## config.mk

```make
export PLATFORM = sky130hd
export DESIGN_NAME = proc_run_ctrl_flat
export DESIGN_NICKNAME = d
export VERILOG_FILES = /design/src/rtl/proc_dbg_pkg.sv /design/src/rtl/proc_run_ctrl_if.sv /design/src/rtl/sat_counter.sv /design/src/rtl/proc_run_ctrl.sv /design/src/flat_wrapper.sv
export SDC_FILE = /design/constraint.sdc
export NUM_CORES = 1
export LEC_CHECK = 0
export CELL_PAD_IN_SITES_DETAIL_PLACEMENT = 0
export CELL_PAD_IN_SITES_GLOBAL_PLACEMENT = 2
export CORE_ASPECT_RATIO = 0.7
export CORE_MARGIN = 8
export CORE_UTILIZATION = 28
export CTS_CLUSTER_DIAMETER = 50
export DETAILED_ROUTE_END_ITERATION = 7
export PLACE_DENSITY = 0.76
export RECOVER_POWER = 100
export SETUP_SLACK_MARGIN = 0.3
export SLEW_MARGIN = 30
export SYNTH_ARGS = -nofsm -noshare
export SYNTH_HDL_FRONTEND = slang
export SYNTH_HIERARCHICAL = 1
export SYNTH_SLANG_ARGS = --single-unit
```

## constraint.sdc

```tcl
create_clock -name clk -period 3.6 [get_ports clk]
set_input_delay 0.72 -clock clk [delete_from_list [all_inputs] [get_ports clk]]
set_output_delay 0.72 -clock clk [all_outputs]
set_load 0.1 [all_outputs]
```

## src/rtl/proc_dbg_pkg.sv

```systemverilog
`default_nettype none
// ============================================================================
// Module   : proc_dbg_pkg
// Purpose  : Shared encodings for the processor run controller: FSM state
//            codes, run-mode codes, stop-cause codes and a mode normaliser.
// Ports    : none (package)
// Revision : 1.0 - initial release
// ============================================================================
package proc_dbg_pkg;

  // Controller states
  localparam logic [2:0] ST_IDLE      = 3'd0;
  localparam logic [2:0] ST_CRST      = 3'd1;
  localparam logic [2:0] ST_RUN       = 3'd2;
  localparam logic [2:0] ST_STEP_IDLE = 3'd3;
  localparam logic [2:0] ST_STEP_GO   = 3'd4;
  localparam logic [2:0] ST_DONE      = 3'd5;

  // Run modes
  localparam logic [1:0] MODE_RUN     = 2'b00;
  localparam logic [1:0] MODE_STEP    = 2'b01;
  localparam logic [1:0] MODE_BOUNDED = 2'b10;

  // Stop causes reported on done_cause
  localparam logic [1:0] CAUSE_HALT  = 2'b00;
  localparam logic [1:0] CAUSE_BP    = 2'b01;
  localparam logic [1:0] CAUSE_LIMIT = 2'b10;
  localparam logic [1:0] CAUSE_ABORT = 2'b11;

  // The reserved mode code behaves exactly like free-run.
  function automatic logic [1:0] normalize_mode(input logic [1:0] m);
    return (m == 2'b11) ? MODE_RUN : m;
  endfunction

endpackage
`default_nettype wire

```

## src/rtl/proc_run_ctrl_if.sv

```systemverilog
`default_nettype none
// ============================================================================
// Module   : proc_run_ctrl_if
// Purpose  : Control/status bundle between a host (bench or debug logic)
//            and the run controller.
// Signals  : start, mode, step_req, cycle_limit, halt_in, pc_in, bp_en,
//            bp_addr, abort          (host -> controller)
//            cpu_rst, cpu_ce, running, done, done_cause, cycle_count
//                                    (controller -> host)
// Modports : master = host side, slave = controller side
// Revision : 1.0 - initial release
// ============================================================================
interface proc_run_ctrl_if #(
  parameter int CNT_W = 32,
  parameter int PC_W  = 8
);
  logic             start;
  logic [1:0]       mode;
  logic             step_req;
  logic [CNT_W-1:0] cycle_limit;
  logic             halt_in;
  logic [PC_W-1:0]  pc_in;
  logic             bp_en;
  logic [PC_W-1:0]  bp_addr;
  logic             abort;
  logic             cpu_rst;
  logic             cpu_ce;
  logic             running;
  logic             done;
  logic [1:0]       done_cause;
  logic [CNT_W-1:0] cycle_count;

  modport master (
    output start, mode, step_req, cycle_limit, halt_in, pc_in, bp_en, bp_addr, abort,
    input  cpu_rst, cpu_ce, running, done, done_cause, cycle_count
  );

  modport slave (
    input  start, mode, step_req, cycle_limit, halt_in, pc_in, bp_en, bp_addr, abort,
    output cpu_rst, cpu_ce, running, done, done_cause, cycle_count
  );
endinterface
`default_nettype wire

```

## src/rtl/sat_counter.sv

```systemverilog
`default_nettype none
// ============================================================================
// Module   : sat_counter
// Purpose  : Up-counter with synchronous clear that sticks at all-ones.
// Ports    : clk, rst  - clock / sync active-high reset
//            clr       - clear to zero (wins over en)
//            en        - count enable
//            count     - current value
// Revision : 1.0 - initial release
// ============================================================================
module sat_counter #(
  parameter int WIDTH = 32
) (
  input  logic             clk,
  input  logic             rst,
  input  logic             clr,
  input  logic             en,
  output logic [WIDTH-1:0] count
);
  logic [WIDTH-1:0] count_q, count_d;

  always_comb begin
    count_d = count_q;
    if (clr) begin
      count_d = '0;
    end else if (en && (count_q != '1)) begin
      count_d = count_q + WIDTH'(1);
    end
  end

  always_ff @(posedge clk) begin
    if (rst) begin
      count_q <= '0;
    end else begin
      count_q <= count_d;
    end
  end

  assign count = count_q;
endmodule
`default_nettype wire

```

## src/rtl/proc_run_ctrl.sv

```systemverilog
`default_nettype none
// ============================================================================
// Module   : proc_run_ctrl
// Purpose  : Run controller for the processor core. Sequences core reset,
//            gates execution with a clock enable, supports free-run,
//            single-step and bounded-run, and reports why a run stopped.
// Ports    : clk  - system clock
//            rst  - sync active-high reset
//            bus  - proc_run_ctrl_if.slave control/status bundle
// Revision : 1.0 - initial release
// ============================================================================
module proc_run_ctrl #(
  parameter int RST_CYCLES = 4,
  parameter int CNT_W      = 32,
  parameter int PC_W       = 8
) (
  input  logic           clk,
  input  logic           rst,
  proc_run_ctrl_if.slave bus
);
  import proc_dbg_pkg::*;

  localparam int             RC_W    = (RST_CYCLES > 1) ? $clog2(RST_CYCLES) : 1;
  localparam logic [RC_W-1:0] RC_LAST = RC_W'(RST_CYCLES - 1);

  logic [2:0]       state_q, state_d;
  logic [1:0]       mode_q, mode_d;
  logic [CNT_W-1:0] limit_q, limit_d;
  logic [1:0]       cause_q, cause_d;
  logic [RC_W-1:0]  rcnt_q, rcnt_d;

  logic [CNT_W-1:0] cycle_count;
  logic             cnt_clr;
  logic             cpu_ce;
  logic             chk_active;
  logic             bp_hit;
  logic             lim_hit;
  logic             stop_hit;
  logic [1:0]       stop_cause;

  // Stop conditions are evaluated on the live inputs so the core is denied
  // its enable in the very cycle a condition is seen.
  always_comb begin
    chk_active = (state_q == ST_RUN) || (state_q == ST_STEP_IDLE);
    bp_hit     = bus.bp_en && (bus.pc_in == bus.bp_addr);
    lim_hit    = (mode_q == MODE_BOUNDED) && (cycle_count == limit_q);
    stop_hit   = chk_active && (bus.abort || bus.halt_in || bp_hit || lim_hit);
    if (bus.abort) begin
      stop_cause = CAUSE_ABORT;
    end else if (bus.halt_in) begin
      stop_cause = CAUSE_HALT;
    end else if (bp_hit) begin
      stop_cause = CAUSE_BP;
    end else begin
      stop_cause = CAUSE_LIMIT;
    end
  end

  always_comb begin
    state_d = state_q;
    mode_d  = mode_q;
    limit_d = limit_q;
    cause_d = cause_q;
    rcnt_d  = rcnt_q;
    cnt_clr = 1'b0;
    case (state_q)
      ST_IDLE, ST_DONE: begin
        if (bus.start) begin
          state_d = ST_CRST;
          mode_d  = normalize_mode(bus.mode);
          limit_d = bus.cycle_limit;
          cause_d = CAUSE_HALT;
          rcnt_d  = '0;
          cnt_clr = 1'b1;
        end
      end
      ST_CRST: begin
        if (bus.abort) begin
          state_d = ST_DONE;
          cause_d = CAUSE_ABORT;
        end else if (rcnt_q == RC_LAST) begin
          state_d = (mode_q == MODE_STEP) ? ST_STEP_IDLE : ST_RUN;
        end else begin
          rcnt_d = rcnt_q + RC_W'(1);
        end
      end
      ST_RUN: begin
        if (stop_hit) begin
          state_d = ST_DONE;
          cause_d = stop_cause;
        end
      end
      ST_STEP_IDLE: begin
        if (stop_hit) begin
          state_d = ST_DONE;
          cause_d = stop_cause;
        end else if (bus.step_req) begin
          state_d = ST_STEP_GO;
        end
      end
      ST_STEP_GO: begin
        // The granted cycle always completes; a step_req here is dropped.
        // An abort here is honoured once that cycle has executed.
        if (bus.abort) begin
          state_d = ST_DONE;
          cause_d = CAUSE_ABORT;
        end else begin
          state_d = ST_STEP_IDLE;
        end
      end
      default: state_d = ST_IDLE;
    endcase
  end

  always_ff @(posedge clk) begin
    if (rst) begin
      state_q <= ST_IDLE;
      mode_q  <= MODE_RUN;
      limit_q <= '0;
      cause_q <= CAUSE_HALT;
      rcnt_q  <= '0;
    end else begin
      state_q <= state_d;
      mode_q  <= mode_d;
      limit_q <= limit_d;
      cause_q <= cause_d;
      rcnt_q  <= rcnt_d;
    end
  end

  assign cpu_ce = ((state_q == ST_RUN) && !stop_hit) || (state_q == ST_STEP_GO);

  sat_counter #(
    .WIDTH (CNT_W)
  ) u_cycle_cnt (
    .clk   (clk),
    .rst   (rst),
    .clr   (cnt_clr),
    .en    (cpu_ce),
    .count (cycle_count)
  );

  // DONE releases core reset so the frozen core state can be inspected.
  assign bus.cpu_rst     = (state_q == ST_IDLE) || (state_q == ST_CRST);
  assign bus.cpu_ce      = cpu_ce;
  assign bus.running     = (state_q == ST_CRST) || (state_q == ST_RUN) ||
                           (state_q == ST_STEP_IDLE) || (state_q == ST_STEP_GO);
  assign bus.done        = (state_q == ST_DONE);
  assign bus.done_cause  = cause_q;
  assign bus.cycle_count = cycle_count;

endmodule
`default_nettype wire

```

## src/flat_wrapper.sv

```systemverilog
// flat-port wrapper written by rule: the top's interface ports become plain ports
module proc_run_ctrl_flat import proc_dbg_pkg::*;
#(
  parameter int RST_CYCLES = 4,
  parameter int CNT_W      = 32,
  parameter int PC_W       = 8
)
  (clk, rst, bus_start, bus_mode, bus_step_req, bus_cycle_limit, bus_halt_in, bus_pc_in, bus_bp_en, bus_bp_addr, bus_abort, bus_cpu_rst, bus_cpu_ce, bus_running, bus_done, bus_done_cause, bus_cycle_count);
  proc_run_ctrl_if #(.CNT_W(CNT_W), .PC_W(PC_W)) bus_i ();
  input  logic clk;
  input  logic rst;
  input wire logic [$bits(bus_i.start)-1:0] bus_start;
  input wire logic [$bits(bus_i.mode)-1:0] bus_mode;
  input wire logic [$bits(bus_i.step_req)-1:0] bus_step_req;
  input wire logic [$bits(bus_i.cycle_limit)-1:0] bus_cycle_limit;
  input wire logic [$bits(bus_i.halt_in)-1:0] bus_halt_in;
  input wire logic [$bits(bus_i.pc_in)-1:0] bus_pc_in;
  input wire logic [$bits(bus_i.bp_en)-1:0] bus_bp_en;
  input wire logic [$bits(bus_i.bp_addr)-1:0] bus_bp_addr;
  input wire logic [$bits(bus_i.abort)-1:0] bus_abort;
  output wire logic [$bits(bus_i.cpu_rst)-1:0] bus_cpu_rst;
  output wire logic [$bits(bus_i.cpu_ce)-1:0] bus_cpu_ce;
  output wire logic [$bits(bus_i.running)-1:0] bus_running;
  output wire logic [$bits(bus_i.done)-1:0] bus_done;
  output wire logic [$bits(bus_i.done_cause)-1:0] bus_done_cause;
  output wire logic [$bits(bus_i.cycle_count)-1:0] bus_cycle_count;
  assign bus_i.start = bus_start;
  assign bus_i.mode = bus_mode;
  assign bus_i.step_req = bus_step_req;
  assign bus_i.cycle_limit = bus_cycle_limit;
  assign bus_i.halt_in = bus_halt_in;
  assign bus_i.pc_in = bus_pc_in;
  assign bus_i.bp_en = bus_bp_en;
  assign bus_i.bp_addr = bus_bp_addr;
  assign bus_i.abort = bus_abort;
  assign bus_cpu_rst = bus_i.cpu_rst;
  assign bus_cpu_ce = bus_i.cpu_ce;
  assign bus_running = bus_i.running;
  assign bus_done = bus_i.done;
  assign bus_done_cause = bus_i.done_cause;
  assign bus_cycle_count = bus_i.cycle_count;
  proc_run_ctrl #(.RST_CYCLES(RST_CYCLES), .CNT_W(CNT_W), .PC_W(PC_W)) u_core (.clk(clk), .rst(rst), .bus(bus_i));
endmodule
```

Word level (Yosys, flattened, before mapping):

Cells that the tools add are included.

* register bits after elaboration: 73
* latch bits: 0
* bits in writable memories: 0
* bits in read-only memories: 0
* input port bits: 57
* output and inout bits: 38
* logic and storage cells: 76
* memories kept: 0

* $add $sub $neg: 2
* multiply operators: 0
* divide/modulo/power cells: 0
* magnitude comparators: 0
* equal/unequal tests: 20
* shifts and indexed selects: 0
* multiplexer cells: 22
* bitwise logic cells: 0
* reductions and logical operators: 26

Operators by type and width (count)
* $add 32x1->32 const B: 1
* $eq 32x32->1: 1
* $ne 32x32->1 const B: 1
* $mux 3: 7
* $mux 2: 9
* $pmux 3 s5: 1
* $reduce_and 4->1: 3
* $logic_or 1x1->1: 9
* $eq 8x8->1: 1
* $reduce_or 2->1: 4
* $eq 2x2->1 const B: 3
* $eq 3x2->1 const B: 2
* $eq 3x3->1 const B: 2
* $ne 2x1->1 const B: 3
* $ne 2x2->1 const B: 3
* $ne 3x2->1 const B: 2
* $pmux 2 s3: 1
* $logic_and 1x1->1: 5
* $pmux 2 s2: 1
* $eq 3x1->1 const B: 1
* $logic_not 3->1: 1
* $mux 1: 3
* $reduce_bool 3->1: 1
* $add 2x1->2 const B: 1
* other kinds (4): 4

Logic depth before layout (Yosys ltp):

Gate-level depths: netlist (run 1).

* word-level depth: 9
* gate-level depth with buffers: 12
* mapped depth without buffers: 11

By module:

The synthesis (run 1) kept the hierarchy.

By module, submodules not included
* proc_run_ctrl: instances 1, cells each 286, area an instance 2168.3 µm², sequential area each 820.8 µm²
* sat_counter: instances 1, cells each 198, area an instance 1620.3 µm², sequential area each 640.6 µm²

Worst setup path before layout (run 1):

OpenSTA, ideal clock, no wires.

* path type: flip-flop to flip-flop
* start point: register u_core.u_cycle_cnt.count_q[3], in the netlist u_core/u_cycle_cnt/count[3]
* end point: register u_core.u_cycle_cnt.count_q[26], in the netlist u_core/u_cycle_cnt/count[26]
* setup time: 0.070 ns
* arrival: 4.924 ns
* setup slack: -1.395 ns
* stages on the path, launching flop included: 11
* period minus slack after synthesis: 4.995 ns
* path through: dfxtp_1 a22o_1 nor4_1 nand4_1 nand2_1 a21oi_1 nand4_1 or4_4 or4_4 or3_1 a21oi_1

* longest elaborated chain between the ends: 8

Ends and longest elaborated chain
* start, declared: line sat_counter.sv:20 `logic [WIDTH-1:0] count_q, count_d;`
* start signal, assigned: line sat_counter.sv:35 `count_q <= count_d;`
* $eq 32x32->1: line proc_run_ctrl.sv:46 `lim_hit = (mode_q == MODE_BOUNDED) && (cycle_count == limit_q);`
* $logic_and 1x1->1: line proc_run_ctrl.sv:46
* $logic_or 1x1->1: line proc_run_ctrl.sv:47 `stop_hit = chk_active && (bus.abort || bus.halt_in || bp_hit || lim_hit);`
* $logic_and 1x1->1: line proc_run_ctrl.sv:47
* $logic_not 1->1: line proc_run_ctrl.sv:131 `assign cpu_ce = ((state_q == ST_RUN) && !stop_hit) || (state_q == ST_STEP_GO);`
* $logic_and 1x1->1: line proc_run_ctrl.sv:131
* $logic_or 1x1->1: line proc_run_ctrl.sv:131
* named net bus_cpu_ce: line flat_wrapper.sv:22 `output wire logic [$bits(bus_i.cpu_ce)-1:0] bus_cpu_ce;`
* $logic_and 1x1->1: line sat_counter.sv:26 `end else if (en && (count_q != '1)) begin`

The timed path passes the listed nets, and every way through them passes these cells.
A chain may end at the register's enable or synchronous reset.

Worst setup path after layout (run 1):

* start point: input port bus_abort
* end point: register u_core.u_cycle_cnt.count_q[30], in the netlist u_core/u_cycle_cnt/count[30]

* longest elaborated chain between the ends: 8

Ends and longest elaborated chain
* start, declared: line flat_wrapper.sv:20 `input wire logic [$bits(bus_i.abort)-1:0] bus_abort;`
* $logic_or 1x1->1 (3 in series): line proc_run_ctrl.sv:47
* $logic_and 1x1->1: line proc_run_ctrl.sv:47
* $logic_not 1->1: line proc_run_ctrl.sv:131
* $logic_and 1x1->1: line proc_run_ctrl.sv:131
* $logic_or 1x1->1: line proc_run_ctrl.sv:131
* $logic_and 1x1->1: line sat_counter.sv:26

Every way passes these cells.

==> impl_metrics.json, run 1 <==
{
  "outcome": "finished clean",
  "initial_core_util": 0.287,
  "die_y_um": 113,
  "cp.arrival_ps": 3580,
  "yosys_warnings": 6,
  "timing.final.crit_share": 0.922,
  "die_w_um": 155,
  "synth_area_per_cell_sq_um": 7.83,
  "crit_path_max_fanout": 5,
  "fin_skew_ps": 6.17,
  "clkSlewWorstSetupHoldPaths_ps": 60,
  "hold_violations": 0,
  "r2r_cells": 11,
  "crit_start": "bus_abort",
  "total_leakage_power_nw": 2.01,
  "p_comb_frac": 0.337,
  "via_count": 3852,
  "ctsRootBufferMaster": "clkbuf_16",
  "yosysMostFrequentCell": "nand2_1",
  "sequentialPowerShare": 0.339,
  "dr.pass1.iters": 4,
  "critPathCapture": "u_core/u_cycle_cnt/count[30]",
  "antenna_found_initial": 0,
  "synth-edff-count": 0,
  "cp.depth": 10,
  "max-vdd-ir-drop_v": 0.000247,
  "crit_chain": "dlygate4sd3_1 > nor2_2 > and3b_2 > nand2_1 > a21oi_4 > nand4_1 > or4_4 > or4_4 > or3_4 > a21oi_1",
  "reg2reg_from": "u_core/u_cycle_cnt/count[23]",
  "drive_gt1_frac": 0.123,
  "ys_ff_latch": 73,
  "num_rows": 35,
  "cts.sinks": 73,
  "yosys.area.top_type": "dfxtp_1",
  "grt_pass1_vias": 3666,
  "synthTopCellsByArea": "dfxtp_1 (39%), nand2_1 (9.2%), xnor2_1 (7.4%)",
  "fin_area_sq_um": 5370,
  "nNetsFinal": 641,
  "route.detailed.drc": 0,
  "whs_ps": 455,
  "syn_nets": 543,
  "cpMostUsedCell": "or4_4",
  "overflow": 0,
  "ys_seq_area_frac": 0.386,
  "drtAntennaViolNets": 0,
  "clock_latency_ps": 340,
  "cpMaxStageDelayCell": "or4_4",
  "p_per_area_nw_per_um2": 556,
  "p_sw_frac": 0.375,
  "critPathTopFamily": "simple AND/OR/NAND/NOR gates",
  "cts_buffers": 9,
  "routed_wl_mm": 13.1,
  "wl_per_cell_um": 17.0,
  "setup_tns_ps": 0,
  "power.internal_mw": 1.87,
  "routed_via_density": 5.00,
  "synth_area_sq_um": 3790,
  "critPathKind": "input port to flip-flop",
  "tightest_slew_ps": 1180,
  "htreeDepth": 3,
  "grt_first_pass_wirelength_mm": 20.6,
  "r2r_end": "u_core/u_cycle_cnt/count[30]",
  "cts_hold_buf": 0,
  "core_area_sq_um": 13200,
  "clock_path_buffers": 2,
  "syn-instance-count": 484,
  "synth_ff_type": "dfxtp_1",
  "io_pins": 95,
  "ys_types": 55,
  "cts_tree": "done",
  "place_area_sq_um": 5010,
  "hpwl_mm": 10.1,
  "max_freq_mhz": 301,
  "min_period_ps": 3320,
  "synthArstFlopShare": 0,
  "critPathMaxStageDelay_ps": 590,
  "startpoint_type": "input port",
  "required_ps": 3860,
  "drt_iter0_drc": 273,
  "gr-usage-all-layers": 0.151,
  "synth_common_cells": "nand2_1 (93), dfxtp_1 (73), a21oi_1 (55)",
  "syn2layout_area_growth_pct": 41.6,
  "power.switching_mw": 1.12,
  "final-setup-viol-count": 0,
  "rsz0062_at_grt": "true",
  "critPathBufInv": 1,
  "hold_path.class": "flip-flop to flip-flop",
  "antenna_cells": 0,
  "io_buffer_count": 94,
  "drv_cap": 0,
  "worstSetupEndpointType": "flip-flop",
  "die_area_sq_um": 17600,
  "grt_max_degree": 44,
  "slew_headroom": 0.217,
  "p_clk_frac": 0.324,
  "place_congestion": 0.823,
  "synth_top_area_share": 0.386,
  "slew_viol_final": 0,
  "reg2reg_slack_ps": 470
}
-- worst min path at each step --
stage | start | endpoint | slack [ps] | depth (start not counted)
floorplan | u_core/mode_q[0] | u_core/mode_q[0] | 430 | 2
finish | u_core/mode_q[0] | u_core/mode_q[0] | 450 | 2
global route | u_core/mode_q[0] | u_core/mode_q[0] | 470 | 2
detailed placement | u_core/mode_q[0] | u_core/mode_q[0] | 450 | 2
CTS | u_core/mode_q[0] | u_core/mode_q[0] | 460 | 2
global placement | u_core/limit_q[17] | u_core/limit_q[17] | 450 | 2
-- power by group through the flow --
stage                     clock network [mW]  logic, mW  registers (mW)
final                                  0.968       1.01            1.01
after global routing                    1.03       1.09            1.03
after CTS                              0.986       1.03            1.01
after detailed placement                   0       1.02            1.03
after global placement                     0       1.02            1.03
after floorplan                            0      0.671            1.07
-- area by class of cell --
type / count / area (sq um)
tap: 185 / 231
clock inverter: 5 / 80.1
timing repair buffer: 112 / 1060
sequential: 73 / 1500
fill: 1343 / 7820
inverter: 16 / 60.1
clock buffer: 10 / 239
multi-input combinational: 370 / 2200
-- metal layers --
layer,part of all wire,global-route usage,vias to the layer above
li1,-,-,1920
met1,0.52,0.219,1817
met2,0.41,0.209,102
met3,0.057,0.0415,13
met4,0.012,0.0429,0
met5,0,0,-
-- worst reg2reg max path, delay by kind of cell (launching register included) --
family | cells | cell delay, ps
compound gates | 3 | 450
xor+xnor | 1 | 140
flops | 1 | 490
simple gates | 7 | 1980
-- layout by cell type (no fill, tap or decap), types with 4 or more instances in the layout --
master           instances
or4_1                    5
inv_1                   15
nor4_1                   7
nor2_1                  27
o21ai_1                  4
xor2_1                  10
a211oi_1                 4
o31ai_1                  4
nand3_1                 13
dfxtp_1                 42
clkbuf_1                14
dfxtp_2                 31
clkdlybuf4s50_1         38
a21oi_1                 54
dlymetal6s2s_1          16
nand2_1                 93
or3_1                   15
nor3_1                   6
a31oi_1                  6
xnor2_1                 30
buf_4                    9
clkbuf_16                9
o21ai_0                 17
nand4_1                 17
dlygate4sd3_1           32
-- state kept, by name, indices dropped and copies added (netlist names) --
signal,cells
u_core/bus.done_cause,2
u_core/mode_q,2
u_core/rcnt_q,2
u_core/u_cycle_cnt/count,32
u_core/state_q,3
u_core/limit_q,32
-- cell families (layout without fill, tap and decap cells) --
kind of cell               Yosys count  in the layout  share of synthesized area
and+or+nand+nor                    207            207                      0.269
AOI/OAI and AO/OA                  116            116                      0.191
DFF                                 73             73                      0.386
xor gates and xnor gates            42             42                     0.0971
buffers and inverters               41            143                     0.0423
muxes                                3              3                    0.00826
adders and majority gates            2              2                    0.00660
-- timing repair --
action                     CTS  global route
pin swaps                    2            18
setup endpoints to repair    1             7
gates cloned                 0             0
gates resized for setup      0            23
buffers inserted             1             4
-- through the flow --
step / std cells / utilization / setup slack (ps) / power [mW]
4_1_cts: 767 / 0.405 / 323 / 3.02
5_1_grt: 771 / 0.407 / 164 / 3.14
6_report: 771 / 0.407 / 280 / 2.99
2_1_floorplan: 484 / - / 51.4 / 1.74
3_3_place_gp: 751 / 0.380 / 59.6 / 2.05
3_5_place_dp: 751 / 0.380 / -18.1 / 2.05
(Power assumes the default switching activity.)
==> inputs of run 2 (changes only) <==
--- a/config.mk
+++ b/config.mk
@@ -5,11 +5,12 @@
 export SDC_FILE = /design/constraint.sdc
 export NUM_CORES = 1
 export LEC_CHECK = 0
+export ABC_AREA = 1
 export CELL_PAD_IN_SITES_DETAIL_PLACEMENT = 0
 export CELL_PAD_IN_SITES_GLOBAL_PLACEMENT = 2
 export CORE_ASPECT_RATIO = 0.7
 export CORE_MARGIN = 8
-export CORE_UTILIZATION = 28
+export CORE_UTILIZATION = 27
 export CTS_CLUSTER_DIAMETER = 50
 export DETAILED_ROUTE_END_ITERATION = 7
 export PLACE_DENSITY = 0.76
==> run 2 against run 1 <==
The run now ends with capacitance limit, slew limit left. Critical path depth is 1 higher. Via count is 21% higher. Combinational power is 45% higher. Power is 19% higher. Maximum frequency is 0.88% higher. Clock skew is 0.84 ps higher. Setup slack better by 29 ps. Non-clock buffer count is 8 lower. Flip-flop and latch count stayed put. Critical endpoint is now bus_cpu_ce. Largest cell class unchanged.
==> impl_metrics.json, run 2 <==
{
  "min_period_ps": 3290,
  "synthArstFlopShare": 0,
  "synth-simple-area-share": 0.396,
  "max_freq_mhz": 304,
  "final_common_cell": "nand2_1",
  "cts_hold_buf": 0,
  "slew_headroom": -0.0146,
  "place_congestion": 0.880,
  "violations": "capacitance limit, slew limit",
  "grt_pass1_vias": 4497,
  "antenna_cells": 0,
  "synth_top_family_by_area": "simple AND/OR/NAND/NOR gates",
  "syn_nets": 761,
  "yosys.area.top_type": "dfxtp_1",
  "timing.final.crit_share": 0.914,
  "ys_ff_latch": 73,
  "hold_path.class": "flip-flop to flip-flop",
  "ys_types": 39,
  "die_w_um": 170,
  "syn2layout_area_growth_pct": 32.8,
  "initial_core_util": 0.275,
  "power_mw": 3.55,
  "whs_ps": 467,
  "ctsRootBufferMaster": "clkbuf_16",
  "reg2reg_slack_ps": 830,
  "drive_gt1_frac": 0.121,
  "drt_iter0_drc": 328,
  "clkSlewWorstSetupHoldPaths_ps": 60,
  "synthMuxAreaShare": 0,
  "pre_cts_ws_ps": 317,
  "num_rows": 39,
  "synth_area_sq_um": 4490,
  "outcome": "complete, but fails checks",
  "grt_max_degree": 55,
  "drtAntennaViolNets": 0,
  "yosys_warnings": 6,
  "die_y_um": 124,
  "synth_ff_type": "dfxtp_1",
  "die_area_sq_um": 21100,
  "setup_tns_ps": 0,
  "worstSetupEndpointType": "primary output",
  "synth-xor-area-share": 0.0273,
  "synth-edff-count": 0,
  "clock_path_buffers": 2,
  "gr-usage-all-layers": 0.158,
  "fin_cells": 1029,
  "io_buffer_count": 94,
  "final_cell_mix": "nand2_1 (163), nor2_1 (125), inv_1 (90)",
  "cp.arrival_ps": 2570,
  "critPathKind": "input port to primary output",
  "crit_path_max_fanout": 3,
  "cts.sinks": 73,
  "route.detailed.drc": 0,
  "via_count": 4667,
  "slew_viol_final": 55,
  "synth_common_cells": "nand2_1 (161), nor2_1 (120), inv_1 (88)",
  "synth_top_area_share": 0.326,
  "drv_cap": 1,
  "synth_area_per_cell_sq_um": 6.39,
  "cts_tree": "done",
  "tightest_slew_ps": 1520,
  "syn-instance-count": 702,
  "rsz0062_at_grt": "false",
  "wl_per_cell_um": 15.9,
  "p_per_area_nw_per_um2": 596,
  "grt_first_pass_wirelength_mm": 25.4,
  "dr.pass1.iters": 5,
  "cts_buffers": 9,
  "fin_skew_ps": 7.01,
  "overflow": 0,
  "required_ps": 2880,
  "synthTopCellsByArea": "dfxtp_1 (33%), nand2_1 (13%), nor2_1 (10%)",
  "synthAdderAreaFrac": 0.00558,
  "total_leakage_power_nw": 2.37,
  "ys_seq_area_frac": 0.326,
  "hpwl_mm": 12.4,
  "routed_wl_mm": 16.4,
  "clock_latency_ps": 350,
  "core_area_sq_um": 16300,
  "antenna_found_initial": 0,
  "dp_cells": 1007,
  "setup_ws_ps": 309,
  "nNetsFinal": 858,
  "htreeDepth": 3,
  "routed_via_density": 4.54,
  "max-vdd-ir-drop_v": 0.000216,
  "final-setup-viol-count": 0,
  "yosysMostFrequentCell": "nand2_1",
  "startpoint_type": "input port",
  "io_pins": 95,
  "hold_violations": 0,
  "synth_compound_area_frac": 0.134
}
## run 2: cell count changes after synthesis, sizes merged, moves of 8 or more
cell	delta
buf	+8
clkbuf	-15
inv	+78
nand2	+79
nand3	+32
nor2	+113
nor4	-8
o21ai	+26
or3	-17
xnor2	-22
## run 2: layer usage
| metal | global-route usage | up-vias | share of wire |
|---|---|---|---|
| li1 | - | 2434 | - |
| met2 | 0.240 | 89 | 0.42 |
| met1 | 0.219 | 2134 | 0.52 |
| met5 | 0 | - | 0 |
| met3 | 0.0446 | 10 | 0.052 |
| met4 | 0.0311 | 0 | 0.0075 |
## run 2: timing repair
item / CTS / global route
endpoints found under the setup margin: 0 / 1
gates resized for setup: 0 / 3
setup buffers: 0 / 5
## run 2: cells by family after synthesis
logic type	Yosys count
and+or+nand+nor	389
buffers and inverters	111
xor gates and xnor gates	14
DFF	73
adders and majority gates	2
AOI/OAI and AO/OA	113
## run 2: final timing paths
kind                                 start  cells past startpoint                  endpoint
setup / recovery              bus_pc_in[7]                     11                bus_cpu_ce
hold reg to reg   u_core/bus.done_cause[0]                      2  u_core/bus.done_cause[0]
setup reg to reg         u_core/state_q[1]                      6         u_core/limit_q[3]
hold / removal    u_core/bus.done_cause[0]                      2  u_core/bus.done_cause[0]
## run 2: layout make-up
cell class | instances | area, sq um
Clock buffer | 9 | 225
Clock inverter | 7 | 95.1
Fill cell | 1777 | 10300
Inverter | 93 | 349
Multi-Input combinational cell | 518 | 2510
Sequential cell | 73 | 1500
Tap cell | 225 | 282
Timing Repair Buffer | 104 | 993
## run 2: worst max-delay path, cell delays in order
cell and delay [ps]:
dlygate4sd3_1 520, inv_1 40, o21ai_0 160, inv_1 60
nand4_1 90, nor2_1 80, nor2_1 180, nand2_1 140
o31ai_4 250, buf_12 160, buf_12 170
## run 2: where the power goes
group / switching, mW / internal (mW) / leakage (nW)
sequential: 0.137 / 0.984 / 0.612
combinational: 0.993 / 0.463 / 1.61
clock: 0.370 / 0.606 / 0.155
total: 1.50 / 2.05 / 2.37
## run 2: metrics by stage
step                      utilization  instance area [sq um]
final                           0.366                   5960
after global routing            0.366                   5960
after CTS                       0.366                   5970
after detailed placement        0.346                   5650
after global placement          0.346                   5650
after floorplan                     -                   4540
